### src/rtl/stream_demux_1to2_if.sv
// Handshake bundle for the 1-to-2 stream demux: one source port, two sink ports.
// master = source/sink side (bench), slave = the demux itself.
interface stream_demux_1to2_if;
    logic [31:0] in_data;
    logic        in_sel;
    logic        in_valid;
    logic        in_ready;
    logic [31:0] out1_data;
    logic        out1_valid;
    logic        out1_ready;
    logic [31:0] out2_data;
    logic        out2_valid;
    logic        out2_ready;

    modport master (
        output in_data, in_sel, in_valid, out1_ready, out2_ready,
        input  in_ready, out1_data, out1_valid, out2_data, out2_valid
    );
    modport slave (
        input  in_data, in_sel, in_valid, out1_ready, out2_ready,
        output in_ready, out1_data, out1_valid, out2_data, out2_valid
    );
endinterface

### src/rtl/stream_demux_1to2.sv
// 1-to-2 stream demux with a 2-entry FIFO per output; in_ready never depends on out*_ready.
// Optional DEMUX_CNT_EN adds per-output saturating pop counters with cnt_clr.
module stream_demux_lane (
    input  logic        clk,
    input  logic        rst,
    input  logic        push,
    input  logic        pop,
    input  logic [31:0] din,
    output logic [31:0] dout,
    output logic        valid,
    output logic        full
`ifdef DEMUX_CNT_EN
    ,
    input  logic        cnt_clr,
    output logic [15:0] cnt
`endif
);
    localparam logic [1:0] EMPTY = 2'd0;
    localparam logic [1:0] ONE   = 2'd1;
    localparam logic [1:0] FULL  = 2'd2;

    logic [1:0]  state;
    logic [31:0] head, tail;

    // head is always the oldest word, so dout is a plain register output
    always_ff @(posedge clk) begin
        if (rst) begin
            state <= EMPTY;
            head  <= 32'h0;
            tail  <= 32'h0;
        end else begin
            case (state)
                EMPTY: if (push) begin
                    head  <= din;
                    state <= ONE;
                end
                ONE: case ({push, pop})
                    2'b10: begin tail <= din; state <= FULL;  end
                    2'b01: state <= EMPTY;
                    2'b11: head <= din;
                    default: ;
                endcase
                FULL: if (pop) begin
                    head  <= tail;
                    state <= ONE;
                end
                default: state <= EMPTY;
            endcase
        end
    end

    assign dout  = head;
    assign valid = (state != EMPTY);
    assign full  = (state == FULL);

`ifdef DEMUX_CNT_EN
    always_ff @(posedge clk) begin
        if (rst || cnt_clr)
            cnt <= 16'h0;
        else if (pop && cnt != 16'hFFFF)
            cnt <= cnt + 16'h1;
    end
`endif
endmodule

module stream_demux_1to2 (
    input  logic                  clk,
    input  logic                  rst,
    stream_demux_1to2_if.slave    bus
`ifdef DEMUX_CNT_EN
    ,
    input  logic                  cnt_clr,
    output logic [15:0]           out1_cnt,
    output logic [15:0]           out2_cnt
`endif
);
    localparam int NUM_LANES = 2;
    localparam int VEC_W     = 32;

    logic [NUM_LANES-1:0][VEC_W-1:0] lane_data;
    logic [NUM_LANES-1:0]            lane_valid, lane_ready, lane_full, lane_push, lane_pop;
    logic                            in_ready;
`ifdef DEMUX_CNT_EN
    logic [NUM_LANES-1:0][15:0]      lane_cnt;
`endif

    assign in_ready      = !lane_full[bus.in_sel];
    assign bus.in_ready  = in_ready;
    assign lane_ready    = {bus.out2_ready, bus.out1_ready};

    for (genvar i = 0; i < NUM_LANES; i++) begin : g_lane
        assign lane_push[i] = bus.in_valid && in_ready && (bus.in_sel == 1'(i));
        assign lane_pop[i]  = lane_valid[i] && lane_ready[i];

        stream_demux_lane u_lane (
            .clk     (clk),
            .rst     (rst),
            .push    (lane_push[i]),
            .pop     (lane_pop[i]),
            .din     (bus.in_data),
            .dout    (lane_data[i]),
            .valid   (lane_valid[i]),
            .full    (lane_full[i])
`ifdef DEMUX_CNT_EN
            ,
            .cnt_clr (cnt_clr),
            .cnt     (lane_cnt[i])
`endif
        );
    end

    assign bus.out1_data  = lane_data[0];
    assign bus.out1_valid = lane_valid[0];
    assign bus.out2_data  = lane_data[1];
    assign bus.out2_valid = lane_valid[1];

`ifdef DEMUX_CNT_EN
    assign out1_cnt = lane_cnt[0];
    assign out2_cnt = lane_cnt[1];
`endif
endmodule

### src/flat_wrapper.sv
// flat-port wrapper written by rule: the top's interface ports become plain ports
module stream_demux_1to2_flat 
  (clk, rst, bus_in_data, bus_in_sel, bus_in_valid, bus_out1_ready, bus_out2_ready, bus_in_ready, bus_out1_data, bus_out1_valid, bus_out2_data, bus_out2_valid);
  stream_demux_1to2_if bus_i ();
  input  logic clk;
  input  logic rst;
  input wire logic [$bits(bus_i.in_data)-1:0] bus_in_data;
  input wire logic [$bits(bus_i.in_sel)-1:0] bus_in_sel;
  input wire logic [$bits(bus_i.in_valid)-1:0] bus_in_valid;
  input wire logic [$bits(bus_i.out1_ready)-1:0] bus_out1_ready;
  input wire logic [$bits(bus_i.out2_ready)-1:0] bus_out2_ready;
  output wire logic [$bits(bus_i.in_ready)-1:0] bus_in_ready;
  output wire logic [$bits(bus_i.out1_data)-1:0] bus_out1_data;
  output wire logic [$bits(bus_i.out1_valid)-1:0] bus_out1_valid;
  output wire logic [$bits(bus_i.out2_data)-1:0] bus_out2_data;
  output wire logic [$bits(bus_i.out2_valid)-1:0] bus_out2_valid;
  assign bus_i.in_data = bus_in_data;
  assign bus_i.in_sel = bus_in_sel;
  assign bus_i.in_valid = bus_in_valid;
  assign bus_i.out1_ready = bus_out1_ready;
  assign bus_i.out2_ready = bus_out2_ready;
  assign bus_in_ready = bus_i.in_ready;
  assign bus_out1_data = bus_i.out1_data;
  assign bus_out1_valid = bus_i.out1_valid;
  assign bus_out2_data = bus_i.out2_data;
  assign bus_out2_valid = bus_i.out2_valid;
  stream_demux_1to2 u_core (.clk(clk), .rst(rst), .bus(bus_i));
endmodule
### config.mk
export PLATFORM = sky130hd
export DESIGN_NAME = stream_demux_1to2_flat
export DESIGN_NICKNAME = d
export VERILOG_FILES = /design/src/rtl/stream_demux_1to2_if.sv /design/src/rtl/stream_demux_1to2.sv /design/src/flat_wrapper.sv
export SDC_FILE = /design/constraint.sdc
export NUM_CORES = 1
export LEC_CHECK = 0
export BUFFER_PORTS_ARGS = -buffer_cell sky130_fd_sc_hd__buf_2
export CAP_MARGIN = 10
export CORE_UTILIZATION = 55
export CTS_BUF_LIST = sky130_fd_sc_hd__clkbuf_8
export DETAILED_ROUTE_END_ITERATION = 16
export PLACE_DENSITY = 0.79
export SYNTH_ARGS = -nofsm -noshare
export SYNTH_HDL_FRONTEND = slang
export SYNTH_SLANG_ARGS = --single-unit
### constraint.sdc
create_clock -name clk -period 3.4 [get_ports clk]
set_input_delay 0.51 -clock clk [delete_from_list [all_inputs] [get_ports clk]]
set_output_delay 0.51 -clock clk [all_outputs]
set_load 0.01 [all_outputs]
Yosys cells after proc, flatten, opt, wreduce, memory -nomap -nowiden
Index checks and enable logic that the tools add are counted.
Widths: inputs -> output; s select.
{"block": "classes", "bitwise": 1, "muxes": 18, "eq_ne": 18, "reduce_logical": 18, "n_lt_le_gt_ge": 1}
{"operator": "$mux 32", "count": 6}
{"operator": "$pmux 32 s3", "count": 2}
{"operator": "$eq 2x2->1 const B", "count": 6}
{"operator": "$pmux 2 s3", "count": 2}
{"operator": "$eq 2x1->1 const B", "count": 4}
{"operator": "$mux 2", "count": 4}
{"operator": "$ne 2x2->1 const B", "count": 4}
{"operator": "$pmux 2 s2", "count": 2}
{"operator": "$reduce_and 4->1", "count": 2}
{"operator": "$ne 3x2->1 const B", "count": 2}
{"operator": "$reduce_and 3->1", "count": 2}
{"operator": "$reduce_bool 3->1", "count": 2}
{"operator": "$logic_and 1x1->1", "count": 5}
{"operator": "$logic_not 2->1", "count": 2}
{"operator": "$ne 2x1->1 const B", "count": 2}
{"operator": "$reduce_and 2->1", "count": 2}
{"operator": "$reduce_bool 2->1", "count": 2}
{"operator": "$lt 1x2->1 const B", "count": 1}
{"operator": "$mux 1", "count": 2}
{"operator": "$logic_not 1->1", "count": 1}
{"operator": "$not 1->1", "count": 1}
{"block": "word_totals", "register_bits": 132, "elab_cells": 62, "output_inout_bits": 67}

Longest topological paths before layout
{"block": "logic_depth", "word_depth": 9, "mapped_depth": 6}

Cells and area by module
From an unflattened synthesis, not the netlist that was laid out.
{"block": "unflattened", "cells_unflattened": 623, "hier_area_um2": 6022.0}
{"module": "stream_demux_lane", "instances": 2, "area_each_um2": 2989.1, "cells_per_inst": 309}
{"module": "stream_demux_1to2", "instances": 1, "area_each_um2": 43.8, "cells_per_inst": 5}

Worst setup path before layout
Ideal clock, no wire load.
{"block": "synth_path", "kind": "register to output", "from": "reg u_core.g_lane[1].u_lane.state[0]", "to": "out bus_in_ready", "path_stages_with_launch": 6, "setup_slack_ps": 1830, "n_path_buf": 2, "arrival_time_ps": 1060, "required_time_ps": 2890, "cell_sequence": "dfxtp_1 > nand2b_1 > buf_2 > buf_2 > nor2_1 > a21oi_1"}
{"block": "synth_via", "elab_chain_cells": 4}
{"element": "from (decl)", "line": "stream_demux_1to2.sv:22", "source": "logic [1:0] state;"}
{"element": "from (signal assigned)", "line": "stream_demux_1to2.sv:28", "source": "state <= EMPTY;"}
{"element": "from (signal assigned)", "line": "stream_demux_1to2.sv:35", "source": "state <= ONE;"}
{"element": "from (signal assigned)", "line": "stream_demux_1to2.sv:38", "source": "2'b10: begin tail <= din; state <= FULL; end"}
{"element": "$eq 2x2->1", "line": "stream_demux_1to2.sv:54", "source": "assign full = (state == FULL);"}
{"element": "$mux 1 (implied by the code) (2 in series)", "line": "stream_demux_1to2.sv:87", "source": "assign in_ready = !lane_full[bus.in_sel];"}
{"element": "$logic_not 1->1", "line": "stream_demux_1to2.sv:87"}
{"element": "to (decl)", "line": "flat_wrapper.sv:12", "source": "output wire logic [$bits(bus_i.in_ready)-1:0] bus_in_ready;"}
No other way between the ends. The select of a mux whose other input is x is not followed.

Final worst setup path
{"block": "layout_path", "from": "reg u_core.g_lane[0].u_lane.state[1]", "to": "out bus_in_ready"}
{"block": "layout_via", "elab_chain_cells": 4}
{"element": "from (decl)", "line": "stream_demux_1to2.sv:22"}
{"element": "from (signal assigned)", "line": "stream_demux_1to2.sv:28"}
{"element": "from (signal assigned)", "line": "stream_demux_1to2.sv:35"}
{"element": "from (signal assigned)", "line": "stream_demux_1to2.sv:38"}
{"element": "$eq 2x2->1", "line": "stream_demux_1to2.sv:54"}
{"element": "$mux 1 (implied by the code) (2 in series)", "line": "stream_demux_1to2.sv:87"}
{"element": "$logic_not 1->1", "line": "stream_demux_1to2.sv:87"}
No other way between the ends. The select of a mux whose other input is x is not followed.

==> metrics.md <==
| Metric | Value |
|---|---|
| Slew @ Worst Pin | 0.866 ns |
| Worst EP required | approximately 2.9 ns |
| Seq/Total Area, Yosys | 0.475 |
| M1 WL | approximately 5700 µm |
| Final hold violation count | 0 |
| CP Max Fanout | 19 |
| Slew margin rel. | 0.423 |
| Vias after detailed routing | between 4000 and 5000 |
| Crit end category | output port |
| Skew-Pair Late Insertion Delay | 0.46 ns |
| RSZ-0062 raised after global routing | no |
| # port buffers | around 100 |
| Most common cell after layout, fill and taps aside | dfxtp_1 |
| Syn Nets | 635 |
| Fin crit share | 0.748 |
| Final Non-Filler Cells | 835 |
| Placed insts | between 800 and 900 |
| Setup violations, final | 0 |
| CTS root buf | clkbuf_8 |
| Synth Register Bits | about 130 |
| Initial core utilization | 0.569 |
| Max clock buf depth | 2 |
| Peak supply drop | 0.419 mV |
| DR pass1 iterations | 4 |
| Routed Antenna Nets | 0 |
| Yosys cell types | 26 |
| H-tree Lvls | 4 |
| Starting DRT DRC Count | between 150 and 200 |
| Outcome | finished, final reports clean |
| Antenna cells | 0 |
| Global-route wire length before repair | roughly 20000 µm |
| Gr usage total | 0.259 |
| Via-to-Cell Ratio | 5.31 |
| Detail Route met2 WL | 6320 µm |
| Top Ports | 105 |
| DR WL/cell | 15.4 µm |
| Final core utilization | 0.682 |
| Filler cells | 795 |
| Leakage power | slightly above 3 nW |
| Residual DRC count | 0 |
| Overflow after GRT | 0 |
| Reg2Reg Setup Slack | between 1 and 1.5 ns |
| Cell area after synthesis | 0.00556 mm² |
| Initial antenna violation count | 0 |
| Hold WC Path Type | input port to register |
| Largest net degree at the start of global routing | 86 |
| CTS resizes | 0 |
| Total setup buffers inserted after CTS | 0 |
| Slew Limit Fails | 0 |
| Die height | approximately 100 µm |
| Most frequent cells in the layout | dfxtp_1 (132), nand2_1 (129), buf_2 (103) |
| Setup CP Type | register to output port |
| Min Clock Period, post-route | roughly 2.5 ns |
| Area growth from synthesis to layout | 19.8% |
| Layout Skew | 0.0118 ns |
| Total chip power | about 0.0038 W |
| Number of global-route vias before repair | 4387 |
| Layout Nets | around 730 |
| Avg Inst Size Synth | around 9.3 µm² |
| Crit path arrival time | 2.03 ns |
| Hold buffer count at CTS | 0 |
| Cells after Synth | around 600 |
| Metal3 WL | 549 µm |
| CTS tree | built |
| Startpoint Class | register |
| Fmax | around 390 MHz |
| Clock sinks | 132 |
| Power Dens Cells | 563 mW/mm² |
| Reg clk slew, reported paths | 0.08 ns |
| Die area | roughly 0.011 mm² |
| Yosys Warn Count | 0 |
| Inserted Clock Buffers | 17 |
| Core box area | 0.00977 mm² |
| Cell Rows | 36 |
| HPWL after DPL | 8530 µm |
| Routability cong. | between 0.8 and 0.9 |
| Max layer used | met4 |
| Drt total wl | 12800 µm |
| Die Wd | 103 µm |
| Setup TNS | 0 ns |
| Share of layout cells above drive strength 1 | 0.224 |
| Maxcap violations | 0 |
==> worst paths after layout <==
check / start / endpoint / cells past startpoint
min reg2reg: u_core.g_lane[0].u_lane.tail[9] / u_core.g_lane[0].u_lane.tail[9] / 2
max: u_core.g_lane[0].u_lane.state[1] / bus_in_ready / 4
min: bus_in_data[22] / u_core.g_lane[1].u_lane.tail[22] / 3
max reg2reg: u_core.g_lane[0].u_lane.state[1] / u_core.g_lane[0].u_lane.dout[30] / 5
==> layout make-up <==
cell class	count	area, µm²	area share
repair buffers	115	618	0.0928
clock buffers	18	248	0.0372
inverters	3	11.3	0.00169
well taps	133	166	0.0250
clock inverters	14	304	0.0456
flip-flops and latches	132	2640	0.397
multi-input cells	420	2670	0.401
==> Yosys cell counts, drive strengths merged <==
| library cell | n | area (µm²) |
|---|---|---|
| clkbuf | 19 | 71.3 |
| o21ai | 1 | 5.00 |
| buf | 23 | 184 |
| mux2i | 66 | 661 |
| and3b | 2 | 18.8 |
| nand2b | 5 | 31.3 |
| mux2 | 64 | 721 |
| a21oi | 68 | 340 |
| and2 | 1 | 6.26 |
| nor2 | 71 | 267 |
| nand3 | 2 | 10.0 |
| nand2 | 129 | 484 |
| nor3 | 1 | 10.0 |
| a31oi | 2 | 42.5 |
| nand3b | 1 | 7.51 |
| dfxtp | 132 | 2640 |
| o22a | 1 | 8.76 |
| nor2b | 3 | 21.3 |
| or2 | 3 | 18.8 |
| inv | 3 | 11.3 |
==> flip-flops by register name, summed over array words and instances (netlist names) <==
name,cells
u_core.g_lane.u_lane.tail,64
u_core.g_lane.u_lane.state,4
u_core.g_lane.u_lane.dout,64
==> routing by layer <==
metal,track usage,vias up
li1,-,2180
met1,0.310,2103
met2,0.436,124
met3,0.0746,26
met4,0.104,0
met5,0,-
==> stage by stage <==
step	setup slack (ns)	instance area, µm²	hold WS [ns]
final	0.856	6660	0.320
after global routing	0.654	6660	0.311
after CTS	0.829	6660	0.307
after detailed placement	1.11	6110	0.445
after global placement	1.18	6110	0.437
after floorplan	1.83	5560	0.432
==> logic make-up after synthesis <==
| family | after synthesis | share of synthesized area |
|---|---|---|
| compound gates | 72 | 0.0713 |
| buf+inv | 45 | 0.0479 |
| flops | 132 | 0.475 |
| mux | 130 | 0.248 |
| simple gates | 218 | 0.157 |
==> power by group <==
part | leakage [nW] | switching, W | internal [W]
clock | 0.269 | 0.000619 | 0.00119
combinational | 1.68 | 0.000180 | 0.000139
sequential | 1.07 | 0.0000291 | 0.00160
total | 3.02 | 0.000828 | 0.00292
==> worst max-delay path: stages (launching register included) <==
cell and delay, ns:
dfxtp_1 0.45, nor2b_4 0.49, buf_4 0.37, a21oi_1 0.11, buf_2 0.16
(Power assumes the default switching activity.)
